`src/rtl/weight_init_ctrl_if.sv`:
```
// Weight-RAM write port plus external weight stream handshake.
// master = initialiser side, slave = RAM/stream side.
interface weight_init_ctrl_if #(
    parameter int DATA_W = 10,
    parameter int ADDR_W = 7,
    parameter int BANK_W = 2
);
    logic [DATA_W-1:0]        ext_data;
    logic                     ext_valid;
    logic                     ext_ready;
    logic                     wr_en;
    logic [BANK_W-1:0]        wr_bank;
    logic [ADDR_W-1:0]        wr_addr;
    logic signed [DATA_W-1:0] wr_data;

    modport master (
        input  ext_data, ext_valid,
        output ext_ready, wr_en, wr_bank, wr_addr, wr_data
    );

    modport slave (
        output ext_data, ext_valid,
        input  ext_ready, wr_en, wr_bank, wr_addr, wr_data
    );
endinterface

```
`src/rtl/weight_init_ctrl.sv`:
```
// Multi-bank weight RAM initialiser: LFSR, constant or external stream.
// Writes are issued in FILL and appear on the registered write port next cycle.
module weight_init_ctrl #(
    parameter int DATA_W    = 10,
    parameter int DEPTH     = 65,
    parameter int ADDR_W    = 7,
    parameter int NUM_BANKS = 4,
    parameter int BANK_W    = 2,
    parameter int LFSR_W    = 16,
    parameter logic [LFSR_W-1:0] SEED = LFSR_W'(16'hACE1)
) (
    input  logic                     clk,
    input  logic                     rst,
    input  logic                     start,
    input  logic                     abort,
    input  logic [1:0]               mode,
    input  logic [3:0]               shift,
    input  logic [DATA_W-1:0]        const_val,
    input  logic                     seed_load,
    input  logic [LFSR_W-1:0]        seed_in,
    output logic                     busy,
    output logic                     done,
    output logic [BANK_W+ADDR_W-1:0] word_count,
    weight_init_ctrl_if.master       bus
);
    localparam int CNT_W = BANK_W + ADDR_W;
    localparam logic [CNT_W-1:0]  TOTAL = CNT_W'(NUM_BANKS * DEPTH);
    localparam logic [ADDR_W-1:0] LAST_ADDR = ADDR_W'(DEPTH - 1);
    localparam logic [LFSR_W-1:0] MASK = LFSR_W'(16'hB400);

    localparam logic [1:0] IDLE = 2'd0;
    localparam logic [1:0] FILL = 2'd1;
    localparam logic [1:0] DONE = 2'd2;

    logic [1:0]               state_q, state_d;
    logic [1:0]               mode_q;
    logic [3:0]               shift_q;
    logic [DATA_W-1:0]        const_q;
    logic [LFSR_W-1:0]        lfsr_q, lfsr_step;
    logic [BANK_W-1:0]        bank_q;
    logic [ADDR_W-1:0]        addr_q;
    logic                     full, ready, issue;
    logic signed [DATA_W-1:0] lfsr_word, nxt_data;
    logic [3:0]               shift_sat;

    assign busy          = (state_q == FILL);
    assign bus.ext_ready = ready;

    // State register
    always_ff @(posedge clk or posedge rst) begin
        if (rst) state_q <= IDLE;
        else     state_q <= state_d;
    end

    // Next-state logic; FILL lingers one cycle after the final issue
    // so the last write is still shown while busy.
    always_comb begin
        state_d = state_q;
        case (state_q)
            IDLE:    if (start) state_d = FILL;
            FILL: begin
                if (abort)     state_d = IDLE;
                else if (full) state_d = DONE;
            end
            DONE:    state_d = IDLE;
            default: state_d = IDLE;
        endcase
    end

    // Write issue decision and data source selection
    always_comb begin
        full      = (word_count == TOTAL);
        ready     = (state_q == FILL) && !full && !abort;
        issue     = ready && ((mode_q != 2'd2) || bus.ext_valid);
        lfsr_word = $signed(lfsr_q[DATA_W-1:0]) >>> shift_q;
        lfsr_step = lfsr_q[0] ? ((lfsr_q >> 1) ^ MASK) : (lfsr_q >> 1);
        shift_sat = (int'(shift) >= DATA_W) ? 4'(DATA_W - 1) : shift;
        case (mode_q)
            2'd1:    nxt_data = $signed(const_q);
            2'd2:    nxt_data = $signed(bus.ext_data);
            default: nxt_data = lfsr_word;
        endcase
    end

    // Datapath: latched settings, LFSR, address sequencing, write port
    always_ff @(posedge clk or posedge rst) begin
        if (rst) begin
            mode_q      <= '0;
            shift_q     <= '0;
            const_q     <= '0;
            lfsr_q      <= SEED;
            bank_q      <= '0;
            addr_q      <= '0;
            word_count  <= '0;
            done        <= 1'b0;
            bus.wr_en   <= 1'b0;
            bus.wr_bank <= '0;
            bus.wr_addr <= '0;
            bus.wr_data <= '0;
        end else begin
            bus.wr_en <= issue;
            if (state_q == IDLE && start) begin
                mode_q     <= (mode == 2'd3) ? 2'd0 : mode;
                shift_q    <= shift_sat;
                const_q    <= const_val;
                bank_q     <= '0;
                addr_q     <= '0;
                word_count <= '0;
                done       <= 1'b0;
            end else if (state_q == IDLE && seed_load) begin
                lfsr_q <= (seed_in == '0) ? SEED : seed_in;
            end
            if (issue) begin
                bus.wr_bank <= bank_q;
                bus.wr_addr <= addr_q;
                bus.wr_data <= nxt_data;
                word_count  <= word_count + CNT_W'(1);
                if (addr_q == LAST_ADDR) begin
                    addr_q <= '0;
                    bank_q <= bank_q + BANK_W'(1);
                end else begin
                    addr_q <= addr_q + ADDR_W'(1);
                end
                if (mode_q == 2'd0) lfsr_q <= lfsr_step;
            end
            if (state_q == FILL && state_d == DONE) done <= 1'b1;
        end
    end
endmodule
```
`src/flat_wrapper.sv`:
```
// flat-port wrapper written by rule: the top's interface ports become plain ports
module weight_init_ctrl_flat 
#(
    parameter int DATA_W    = 10,
    parameter int DEPTH     = 65,
    parameter int ADDR_W    = 7,
    parameter int NUM_BANKS = 4,
    parameter int BANK_W    = 2,
    parameter int LFSR_W    = 16,
    parameter logic [LFSR_W-1:0] SEED = LFSR_W'(16'hACE1)
)
  (clk, rst, start, abort, mode, shift, const_val, seed_load, seed_in, busy, done, word_count, bus_ext_data, bus_ext_valid, bus_ext_ready, bus_wr_en, bus_wr_bank, bus_wr_addr, bus_wr_data);
  weight_init_ctrl_if #(.DATA_W(DATA_W), .ADDR_W(ADDR_W), .BANK_W(BANK_W)) bus_i ();
  input  logic clk;
  input  logic rst;
  input  logic start;
  input  logic abort;
  input  logic [1:0] mode;
  input  logic [3:0] shift;
  input  logic [DATA_W-1:0] const_val;
  input  logic seed_load;
  input  logic [LFSR_W-1:0] seed_in;
  output logic busy;
  output logic done;
  output logic [BANK_W+ADDR_W-1:0] word_count;
  input wire logic [$bits(bus_i.ext_data)-1:0] bus_ext_data;
  input wire logic [$bits(bus_i.ext_valid)-1:0] bus_ext_valid;
  output wire logic [$bits(bus_i.ext_ready)-1:0] bus_ext_ready;
  output wire logic [$bits(bus_i.wr_en)-1:0] bus_wr_en;
  output wire logic [$bits(bus_i.wr_bank)-1:0] bus_wr_bank;
  output wire logic [$bits(bus_i.wr_addr)-1:0] bus_wr_addr;
  output wire logic [$bits(bus_i.wr_data)-1:0] bus_wr_data;
  assign bus_i.ext_data = bus_ext_data;
  assign bus_i.ext_valid = bus_ext_valid;
  assign bus_ext_ready = bus_i.ext_ready;
  assign bus_wr_en = bus_i.wr_en;
  assign bus_wr_bank = bus_i.wr_bank;
  assign bus_wr_addr = bus_i.wr_addr;
  assign bus_wr_data = bus_i.wr_data;
  weight_init_ctrl #(.DATA_W(DATA_W), .DEPTH(DEPTH), .ADDR_W(ADDR_W), .NUM_BANKS(NUM_BANKS), .BANK_W(BANK_W), .LFSR_W(LFSR_W), .SEED(SEED)) u_core (.clk(clk), .rst(rst), .start(start), .abort(abort), .mode(mode), .shift(shift), .const_val(const_val), .seed_load(seed_load), .seed_in(seed_in), .busy(busy), .done(done), .word_count(word_count), .bus(bus_i));
endmodule
```
`config.mk`:
```
export PLATFORM = sky130hd
export DESIGN_NAME = weight_init_ctrl_flat
export DESIGN_NICKNAME = d
export VERILOG_FILES = /design/src/rtl/weight_init_ctrl_if.sv /design/src/rtl/weight_init_ctrl.sv /design/src/flat_wrapper.sv
export SDC_FILE = /design/constraint.sdc
export NUM_CORES = 1
export LEC_CHECK = 0
export ABC_AREA = 1
export BUFFER_PORTS_ARGS = -buffer_cell sky130_fd_sc_hd__buf_2
export CAP_MARGIN = 10
export CORE_MARGIN = 2
export CORE_UTILIZATION = 45
export DETAILED_ROUTE_END_ITERATION = 10
export PLACE_DENSITY = 0.79
export SLEW_MARGIN = 20
export SYNTH_ARGS = -nofsm -noshare
export SYNTH_HDL_FRONTEND = slang
export SYNTH_SLANG_ARGS = --single-unit
```
`constraint.sdc`:
```
create_clock -name clk -period 2.4 [get_ports clk]
set_input_delay 0.48 -clock clk [delete_from_list [all_inputs] [get_ports clk]]
set_output_delay 0.48 -clock clk [all_outputs]
set_load 0.05 [all_outputs]
```
==> metrics.yaml, run 1 <==
clock_network:
  cts_tree: "done"
  clock_sinks: 73
  root_buffer: "clkbuf_8"
  htree_levels: 3
  clockBufferDepth: 2
  cts_buffers: 9
  cts_setup_buffers: 0
  clk_pin_slew_worst_paths_ps: 70
  hold_buffers: 0
  clk_latency_ps: 350
  cts_resized: 0
drt:
  detail-route-antenna-nets: 0
  drt_first_pass_iters: 4
  vias_per_cell: 5.10
  vias: 3593
  drt_iter0_drc: 161
  drc: 0
  routed_wl_mm: 9.15
  wl_per_cell_um: 13.0
finish:
  drive_above_1_share_pct: 19.6
  antenna_cells: 0
  n_fill_cell: 864
  final_area_um2: 4630
  nets: 648
  area_growth_pct: 17.3
floorplan:
  die-area_um2: 9530
  num_rows: 34
  fp.coreArea_um2: 8590
  initial_core_util_pct: 45.9
  dieWidth_um: 97.6
  io_pins: 80
  die_h_um: 97.6
outcome:
  outcome: "finished clean"
logic_synthesis:
  syn_inst: 518
  synth_cell_types: 32
  ys_seq_area_share_pct: 46.6
  post-synth-top-area-fraction_pct: 41.2
  syn_nets: 573
  yosys.area.top_type: "dfrtp_1"
  synth_seq_cells: 73
  syn_area_per_cell_um2: 7.61
  synth_area_leaders: "dfrtp_1 (41%), nand2_1 (17%), inv_1 (5.8%)"
  syn_area_um2: 3940
  yosysWarnings: 0
timing:
  hold_viol: 0
  fmax_mhz: 450
  fin_tns_setup_ps: 0
  finalSetupViolCount: 0
  slew_viol_final: 0
  slew-limit-headroom_pct: 64.8
  finClkSkew_ps: 6.33
  hold_slack_ps: 199
  rsz0062_at_grt: "no"
  fin_crit_ps: 2220
  worst_pin_slew_ps: 528
  period_share_pct: 92.5
worst_setup_path:
  worstPathArrival_ps: 1740
  required_ps: 1920
  cp_max_fo: 4
  worstSetupEndpointType: "output port"
  cp-start-kind: "flip-flop"
  path_class: "reg -> out"
  r2r_slack_ps: 430
power_and_ir_drop:
  power.density_nw_per_um2: 992
  peakVddDrop_mv: 0.466
  p_leak_nw: 2.45
global_routing:
  track_usage_pct: 20.2
  grt_antenna_before_repair: 0
  grt_pass1_vias: 3560
  grt_max_degree: 74
  grt-ovfl-total: 0
  grt_pass1_wl_mm: 15.7
place:
  port_buffers: 79
  gp_congestion: 0.902
  hpwl_mm: 6.65
  dpl_cell_area_um2: 4410
flow_run:
  maxCapViolations: 0
hold_path:
  hold_path.class: "in -> async"
-- synthesized netlist by cell type --
cell type  instances
buf_1              2
xor2_1            11
inv_1             61
o21ai_1           13
nand4_1            6
ha_1               7
buf_6              5
nand2_1          175
o211ai_1           1
clkinv_1           1
a221oi_1           9
nor3_2             1
nor2_1            26
o31ai_1            1
inv_2              1
nor3_1             3
nand3_2            2
a21boi_0           1
o21ai_0           42
dfrtp_1           65
buf_4              2
nand3_1           43
a22oi_1            1
o22ai_1            4
dfstp_2            8
buf_2              6
o21a_1             1
a31oi_1            1
or2_2              5
a21oi_1            7
xnor2_1            2
clkbuf_1           5
-- logic make-up (layout without fill, tap and decap cells) --
| kind of cell | count (synthesis) | count (layout) | share of synthesized area [%] |
|---|---|---|---|
| AND/OR/NAND/NOR | 261 | 261 | 27.5 |
| AO/OA/AOI/OAI | 81 | 81 | 11.6 |
| buffers and inverters | 83 | 162 | 9.23 |
| flip-flops | 73 | 73 | 46.6 |
| adder cells (fa/ha/maj) | 7 | 7 | 2.22 |
| XOR/XNOR | 13 | 13 | 2.89 |
-- state kept, by name, summed over array words and instances, names as in the netlist, 2 cells and up --
signal,flops
u_core.addr_q,7
u_core.bank_q,2
u_core.bus.wr_addr,7
u_core.bus.wr_bank,2
u_core.bus.wr_data,10
u_core.const_q,10
u_core.lfsr_q,16
u_core.mode_q,2
u_core.shift_q,4
u_core.state_q,2
u_core.word_count,9
-- cells in the final DEF, fill, tap and decap left out, types with 9 or more instances in the layout --
cell type  Yosys  final
nor2_1        26     26
inv_1         61     60
a221oi_1       9      9
xor2_1        11     11
dfrtp_1       65     65
buf_2          6     79
o21ai_1       13     13
clkbuf_8       0     10
o21ai_0       42     42
nand2_1      175    175
nand3_1       43     43
-- layer usage --
layer	global-route usage, %	vias to the layer above	share of wire (%)
li1	-	1809	-
met1	26.3	1676	45
met2	32.6	93	48
met3	4.17	15	4.9
met4	8.65	0	1.6
met5	0	-	0
-- metrics by stage --
stage,util (%),power (mW),setup WS (ps),std cells
finish,53.8,4.59,180,705
global route,53.8,4.89,45.0,705
CTS,53.8,4.62,154,705
detailed placement,51.3,3.54,432,690
global placement,51.3,3.49,523,690
floorplan,-,3.10,80.0,518
-- layout make-up --
cell class / instances / area [µm²] / area share (%)
Inverter: 63 / 236 / 5.11
Sequential cell: 73 / 1840 / 39.7
Clock buffer: 10 / 138 / 2.97
Timing Repair Buffer: 84 / 458 / 9.90
Multi-Input combinational cell: 362 / 1740 / 37.7
Tap cell: 108 / 135 / 2.92
Clock inverter: 5 / 80.1 / 1.73
-- critical path, stage by stage, from the launching register on --
cell and delay, ps:
dfrtp_1 420, inv_1 110, ha_1 150, nand2_1 60, nor3_2 180, nand3_2 120
nand2_1 110, inv_1 40, buf_2 200
-- power breakdown --
group	switching [mW]	internal [mW]	total, mW
sequential	0.242	1.58	1.82
clock	0.466	0.606	1.07
combinational	1.17	0.524	1.70
-- worst paths after layout --
kind | start | end | depth (start not counted)
worst max-delay path | u_core.word_count[0] | bus_ext_ready | 8
worst min-delay path | rst | u_core.state_q[1] | 3
worst max register to register | u_core.mode_q[0] | u_core.word_count[2] | 8
worst min register to register | u_core.bus.wr_bank[1] | u_core.bus.wr_bank[1] | 2
max in group asynchronous | rst | u_core.lfsr_q[6] | 3
min in group clk | const_val[6] | u_core.const_q[6] | 3
No activity file was read; power rests on OpenSTA's default activity.
==> inputs of run 2 (changes only) <==
--- a/config.mk
+++ b/config.mk
@@ -6,12 +6,13 @@
 export NUM_CORES = 1
 export LEC_CHECK = 0
 export ABC_AREA = 1
-export BUFFER_PORTS_ARGS = -buffer_cell sky130_fd_sc_hd__buf_2
 export CAP_MARGIN = 10
 export CORE_MARGIN = 2
 export CORE_UTILIZATION = 45
 export DETAILED_ROUTE_END_ITERATION = 10
-export PLACE_DENSITY = 0.79
+export DONT_BUFFER_PORTS = 1
+export HOLD_SLACK_MARGIN = 0.03
+export PLACE_DENSITY = 0.71
 export SLEW_MARGIN = 20
 export SYNTH_ARGS = -nofsm -noshare
 export SYNTH_HDL_FRONTEND = slang
==> run 2 against run 1 <==
  * Hold slack got worse by 100 ps
  * Non-clock buffer count fell by 69
  * Utilization fell by 3.9 points
  * Die area did not move
  * Critical path type unchanged
  * Critical endpoint unchanged
==> metrics.yaml, run 2 (synthesis gave the netlist of run 1 again) <==
outcome:
  outcome: "finished clean"  # unchanged
floorplan:
  die-area_um2: 9530  # unchanged
  initial_core_util_pct: 45.9  # unchanged
  fp.coreArea_um2: 8590  # unchanged
  dieWidth_um: 97.6  # unchanged
  die_h_um: 97.6  # unchanged
  num_rows: 34  # unchanged
  io_pins: 80  # unchanged
timing:
  period_share_pct: 91.7  # was 92.5%
  worst_pin_slew_ps: 518  # was 528 ps
  rsz0062_at_grt: "no"  # unchanged
  hold_viol: 0  # unchanged
  finalSetupViolCount: 0  # unchanged
  finClkSkew_ps: 5.72  # was 6.33 ps
  fin_crit_ps: 2200  # was 2220 ps
  slew-limit-headroom_pct: 65.5  # was 64.8%
  fin_tns_setup_ps: 0  # unchanged
  hold_slack_ps: 98.9  # was 199 ps
  fmax_mhz: 454  # was 450 MHz
  slew_viol_final: 0  # unchanged
power_and_ir_drop:
  power.density_nw_per_um2: 1040  # was 992 nW/µm²
  p_leak_nw: 2.14  # was 2.45 nW
  peakVddDrop_mv: 0.496  # was 0.466 mV
global_routing:
  grt_pass1_wl_mm: 15.5  # was 15.7 mm
  grt_pass1_vias: 3294  # was 3,560
  track_usage_pct: 19.9  # was 20.2%
  grt-ovfl-total: 0  # unchanged
  grt_max_degree: 74  # unchanged
  grt_antenna_before_repair: 0  # unchanged
place:
  gp_congestion: 0.882  # was 0.902
  port_buffers: 0  # was 79
  hpwl_mm: 6.46  # was 6.65 mm
clock_network:
  cts_setup_buffers: 0  # unchanged
  htree_levels: 3  # unchanged
  clockBufferDepth: 2  # unchanged
  cts_resized: 0  # unchanged
  cts_tree: "done"  # unchanged
  root_buffer: "clkbuf_8"  # unchanged
  clk_latency_ps: 340  # was 350 ps
  hold_buffers: 0  # unchanged
  clock_sinks: 73  # unchanged
  cts_buffers: 9  # unchanged
  clk_pin_slew_worst_paths_ps: 80  # was 70 ps
worst_setup_path:
  worstSetupEndpointType: "output port"  # unchanged
  cp-start-kind: "flip-flop"  # unchanged
  worstPathArrival_ps: 1720  # was 1740 ps
  required_ps: 1920  # about the same
  path_class: "reg -> out"  # unchanged
  cp_max_fo: 6  # was 4
finish:
  final_cell_mix: "nand2_1 (175), dfrtp_1 (65), inv_1 (60), nand3_1 (43), o21ai_0 (42)"  # was nand2_1 (175), buf_2 (79), dfrtp_1 (65), inv_1 (60), nand3_1 (43)
  nets: 579  # was 648
  regMostFlops: "u_core.lfsr_q"  # unchanged
  layout_commonest_cell: "nand2_1"  # unchanged
  antenna_cells: 0  # unchanged
  reg.largest.list: "u_core.lfsr_q: 16 flops, u_core.bus.wr_data: 10 flops, u_core.const_q: 10 flops"  # unchanged
  drive_above_1_share_pct: 8.88  # was 19.6%
  area_growth_pct: 8.72  # was 17.3%
  largest_register_ffs: 16  # unchanged
drt:
  detail-route-antenna-nets: 0  # unchanged
  vias: 3341  # was 3,593
  drt_first_pass_iters: 5  # was 4
  wl_per_cell_um: 14.0  # was 13.0 µm
  vias_per_cell: 5.24  # was 5.10
  routed_wl_mm: 8.89  # was 9.15 mm
  drt_iter0_drc: 181  # was 161
  drc: 0  # unchanged
flow_run:
  maxCapViolations: 0  # unchanged
hold_path:
  hold_path.class: "in -> async"  # unchanged
[run 2: worst paths after layout]
check,start,to,slack [ps],cells after the start
worst min-delay path,rst,u_core.word_count[2],100,2
max in group asynchronous,rst,u_core.lfsr_q[7],1960,2
worst max-delay path,u_core.word_count[5],bus_ext_ready,200,5
min in group clk,mode[1],u_core.mode_q[0],220,1
worst min register to register,u_core.const_q[0],u_core.const_q[0],490,2
worst max register to register,u_core.mode_q[0],u_core.word_count[3],400,8
[run 2: metal layers]
| metal | GRT usage, % | routed length (µm) |
|---|---|---|
| met5 | 0 | 0 |
| met1 | 25.4 | 3880 |
| met4 | 5.98 | 108 |
| met2 | 33.0 | 4330 |
| met3 | 5.76 | 573 |
[run 2: report_power, final]
part | total [mW] | switching, mW | internal [mW] | leakage [nW]
Combinational | 1.21 | 0.775 | 0.438 | 1.12
Clock | 1.05 | 0.467 | 0.585 | 0.0995
Sequential | 2.18 | 0.604 | 1.57 | 0.928
Total | 4.44 | 1.85 | 2.60 | 2.14
[run 2: area by class of cell]
type / instances / area, µm²
Clock buffer: 11 / 131
Timing Repair Buffer: 15 / 125
Multi-Input combinational cell: 362 / 1740
Sequential cell: 73 / 1840
Clock inverter: 5 / 80.1
Tap cell: 108 / 135
Inverter: 63 / 236
Fill cell: 870 / 4310
[run 2: critical path, stage by stage (launching register included)]
cell     delay, ps
dfrtp_1        670
inv_1          210
nand3_2        150
nand2_1         80
inv_1           80
buf_4          190
[run 2: through the flow]
| stage | cell area, µm² | cells | power [mW] | util [%] | setup WS (ps) |
|---|---|---|---|---|---|
| final | 4290 | 637 | 4.44 | 49.9 | 198 |
| after CTS | 4290 | 637 | 4.47 | 49.9 | 178 |
| after detailed placement | 4080 | 621 | 3.41 | 47.4 | 428 |
| after floorplan | 3940 | 518 | 3.10 | - | 80.0 |
| after global routing | 4290 | 637 | 4.78 | 49.9 | 54.9 |
| after global placement | 4080 | 621 | 3.37 | 47.4 | 471 |
==> inputs of run 3 (changes only) <==
--- a/config.mk
+++ b/config.mk
@@ -5,7 +5,6 @@
 export SDC_FILE = /design/constraint.sdc
 export NUM_CORES = 1
 export LEC_CHECK = 0
-export ABC_AREA = 1
 export CAP_MARGIN = 10
 export CORE_MARGIN = 2
 export CORE_UTILIZATION = 45
==> run 3 against run 2 <==
  * Non-clock buffer count rose by 8
  * Highest routed layer unchanged
  * Sequential share of layout area fell by 0.53 points
  * Sequential power rose by 8%
  * Fmax fell by 0.82%
  * Largest power group unchanged
==> metrics.yaml, run 3 <==
logic_synthesis:
  yosys.area_share.simple_pct: 20.4  # was 27.5%
  async_reset_ff_share_pct: 100  # unchanged
  synth_top_family_by_area: "simple AND/OR/NAND/NOR gates"  # unchanged
  yosys.area.top_type: "dfrtp_1"  # unchanged
  synth_compound_gate_area_share_pct: 17.5  # was 11.6%
  ys_seq_area_share_pct: 46.6  # about the same
  syn_inst: 424  # was 518
  synth_edf_count: 0  # unchanged
  synth_seq_cells: 73  # unchanged
  synth-xor-area-share_pct: 1.11  # was 2.89%
  syn_area_um2: 3940  # about the same
  synth_mux_area_share_pct: 6.77  # was 0%
  synth_fa_ha_area_share_pct: 2.22  # about the same
  yosysWarnings: 0  # unchanged
  post-synth-top-area-fraction_pct: 41.3  # was 41.2%
  synth_area_leaders: "dfrtp_1 (41%), nand2_1 (8.6%), dfstp_2 (5.3%)"  # was dfrtp_1 (41%), nand2_1 (17%), inv_1 (5.8%)
  yosys.cell_count.top_type: "nand2_1"  # unchanged
  syn_area_per_cell_um2: 9.29  # was 7.61 µm²
  yosys-top-cells-count: "nand2_1 (90), dfrtp_1 (65), o21ai_0 (35), a21oi_1 (18), nand3_1 (18)"  # was nand2_1 (175), dfrtp_1 (65), inv_1 (61), nand3_1 (43), o21ai_0 (42)
  synthFlopType: "dfrtp_1"  # unchanged
  syn_nets: 479  # was 573
  synth_cell_types: 55  # was 32
timing:
  finalSetupViolCount: 0  # unchanged
  hold_slack_ps: 86.9  # was 98.9 ps
  worst_pin_slew_ps: 655  # was 518 ps
  period_share_pct: 92.5  # was 91.7%
  hold_viol: 0  # unchanged
  fin_tns_setup_ps: 0  # unchanged
  fin_crit_ps: 2220  # was 2200 ps
  finClkSkew_ps: 8.30  # was 5.72 ps
  fin_ws_ps: 180  # was 198 ps
  slew_viol_final: 0  # unchanged
  slew-limit-headroom_pct: 56.3  # was 65.5%
  fmax_mhz: 450  # was 454 MHz
  rsz0062_at_grt: "no"  # unchanged
drt:
  vias_per_cell: 5.85  # was 5.24
  drt_first_pass_iters: 4  # was 5
  drt_iter0_drc: 122  # was 181
  detail-route-antenna-nets: 0  # unchanged
  routed_wl_mm: 9.26  # was 8.89 mm
  drc: 0  # unchanged
  wl_per_cell_um: 17.1  # was 14.0 µm
  vias: 3173  # was 3,341
finish:
  final_area_um2: 4340  # was 4290 µm²
  n_fill_cell: 840  # was 870
  final_cells: 542  # was 637
  post-route-util_pct: 50.5  # was 49.9%
  reg.largest.list: "u_core.lfsr_q: 16 flops, u_core.bus.wr_data: 10 flops, u_core.const_q: 10 flops"  # unchanged
  antenna_cells: 0  # unchanged
  final_cell_mix: "nand2_1 (90), dfrtp_1 (65), o21ai_0 (35), buf_4 (22)"  # was nand2_1 (175), dfrtp_1 (65), inv_1 (60), nand3_1 (43), o21ai_0 (42)
  area_growth_pct: 10.3  # was 8.72%
  drive_above_1_share_pct: 15.0  # was 8.88%
  layout_commonest_cell: "nand2_1"  # unchanged
  largest_register_ffs: 16  # unchanged
  regMostFlops: "u_core.lfsr_q"  # unchanged
  nets: 484  # was 579
worst_setup_path:
  critPathSlowestCell: "dfrtp_1"  # unchanged
  worstSetupEndpointType: "output port"  # unchanged
  cp-start-kind: "flip-flop"  # unchanged
  path_class: "reg -> out"  # unchanged
  required_ps: 1920  # about the same
  crit_chain: "inv_1 -> ha_1 -> nand4bb_1 -> nor2_1 -> nor2_1 -> buf_4"  # was inv_1 -> nand3_2 -> nand2_1 -> inv_1 -> buf_4
  crit_path_max_incr_delay_ps: 390  # was 670 ps
  cpMostUsedCell: "nor2_1"  # was inv_1
  cp_max_fo: 5  # was 6
  worstPathArrival_ps: 1740  # was 1720 ps
global_routing:
  track_usage_pct: 20.1  # was 19.9%
  grt_pass1_vias: 3143  # was 3,294
  grt-ovfl-total: 0  # unchanged
  grt_max_degree: 30  # was 74
  grt_antenna_before_repair: 0  # unchanged
  grt_pass1_wl_mm: 15.4  # was 15.5 mm
floorplan:
  dieWidth_um: 97.5  # was 97.6 µm
  die_h_um: 97.5  # was 97.6 µm
  initial_core_util_pct: 45.8  # was 45.9%
  die-area_um2: 9510  # was 9530 µm²
  fp.coreArea_um2: 8590  # unchanged
  num_rows: 34  # unchanged
  io_pins: 80  # unchanged
place:
  placedCellCount: 523  # was 621
  preCtsSetupSlack_ps: 192  # was 428 ps
  dpl_cell_area_um2: 4100  # was 4080 µm²
  port_buffers: 0  # unchanged
  gp_congestion: 0.892  # was 0.882
  hpwl_mm: 6.55  # was 6.46 mm
clock_network:
  cts_tree: "done"  # unchanged
  clk_pin_slew_worst_paths_ps: 80  # about the same
  hold_buffers: 0  # unchanged
  clk_latency_ps: 360  # was 340 ps
  root_buffer: "clkbuf_8"  # unchanged
  cts_buffers: 9  # unchanged
  clockBufferDepth: 2  # unchanged
  htree_levels: 3  # unchanged
  clock_sinks: 73  # unchanged
power_and_ir_drop:
  peakVddDrop_mv: 0.456  # was 0.496 mV
  p_leak_nw: 1.89  # was 2.14 nW
  power.density_nw_per_um2: 1070  # was 1040 nW/µm²
  power.total_mw: 4.63  # was 4.44 mW
hold_path:
  hold_path.class: "in -> async"  # unchanged
flow_run:
  maxCapViolations: 0  # unchanged
outcome:
  outcome: "finished clean"  # unchanged
run 3: cell types whose count changed in the layout (fill, tap and decap cells not counted), sizes merged, moves of 11 or more:
cell and delta:
nand2 -84, nor2 -13, o21ai -14, a31oi +11, a21oi +11, mux2i +12
nand3 -27, inv -50
run 3: cell type report:
class | count | area [µm²] | share of cell area [%]
clock inverters | 6 | 91.3 | 2.10
well taps | 108 | 135 | 3.11
flip-flops and latches | 73 | 1840 | 42.3
clock buffers | 10 | 128 | 2.94
repair inverters | 1 | 7.51 | 0.173
multi-input cells | 309 | 1910 | 44.0
repair buffers | 23 | 185 | 4.27
inverters | 12 | 48.8 | 1.12
run 3: path summary, 6_finish.rpt:
check | startpoint | end | slack, ps | depth (start not counted)
worst max-delay path | u_core.word_count[1] | bus_ext_ready | 180 | 6
worst min-delay path | rst | u_core.done | 90 | 1
worst max register to register | u_core.word_count[1] | u_core.bus.wr_data[4] | 310 | 7
worst min register to register | u_core.const_q[8] | u_core.const_q[8] | 480 | 2
max in group asynchronous | rst | u_core.addr_q[5] | 1620 | 2
min in group clk | const_val[1] | u_core.const_q[1] | 230 | 2
run 3: cell families (layout without fill, tap and decap cells):
| group | Yosys count | after routing |
|---|---|---|
| XOR/XNOR | 5 | 5 |
| buffers and inverters | 42 | 52 |
| adder cells (fa/ha/maj) | 7 | 7 |
| AO/OA/AOI/OAI | 108 | 108 |
| flip-flops | 73 | 73 |
| AND/OR/NAND/NOR | 169 | 169 |
| multiplexers | 20 | 20 |
run 3: repair_timing:
action | in CTS | in global routing
setup endpoints to repair | 0 | 4
gates resized for setup | 0 | 2
buffers inserted | 0 | 2
run 3: layer usage:
metal / track usage, % / vias to the layer above / wire [µm]
met5: 0 / - / 0
met4: 5.98 / 0 / 129
met3: 6.04 / 12 / 549
met2: 33.3 / 79 / 4640
met1: 25.4 / 1556 / 3940
li1: - / 1526 / -
run 3: report_power, final:
| part | internal (mW) | switching (mW) | total [mW] |
|---|---|---|---|
| sequential | 1.59 | 0.758 | 2.35 |
| combinational | 0.545 | 0.651 | 1.20 |
| clock | 0.589 | 0.492 | 1.08 |
run 3: worst max-delay path: cells and delay by family, from the launching register on:
family,cells,cell delay [ps]
buf+inv,2,270
flops,1,390
simple gates,3,570
fa+ha+maj,1,160
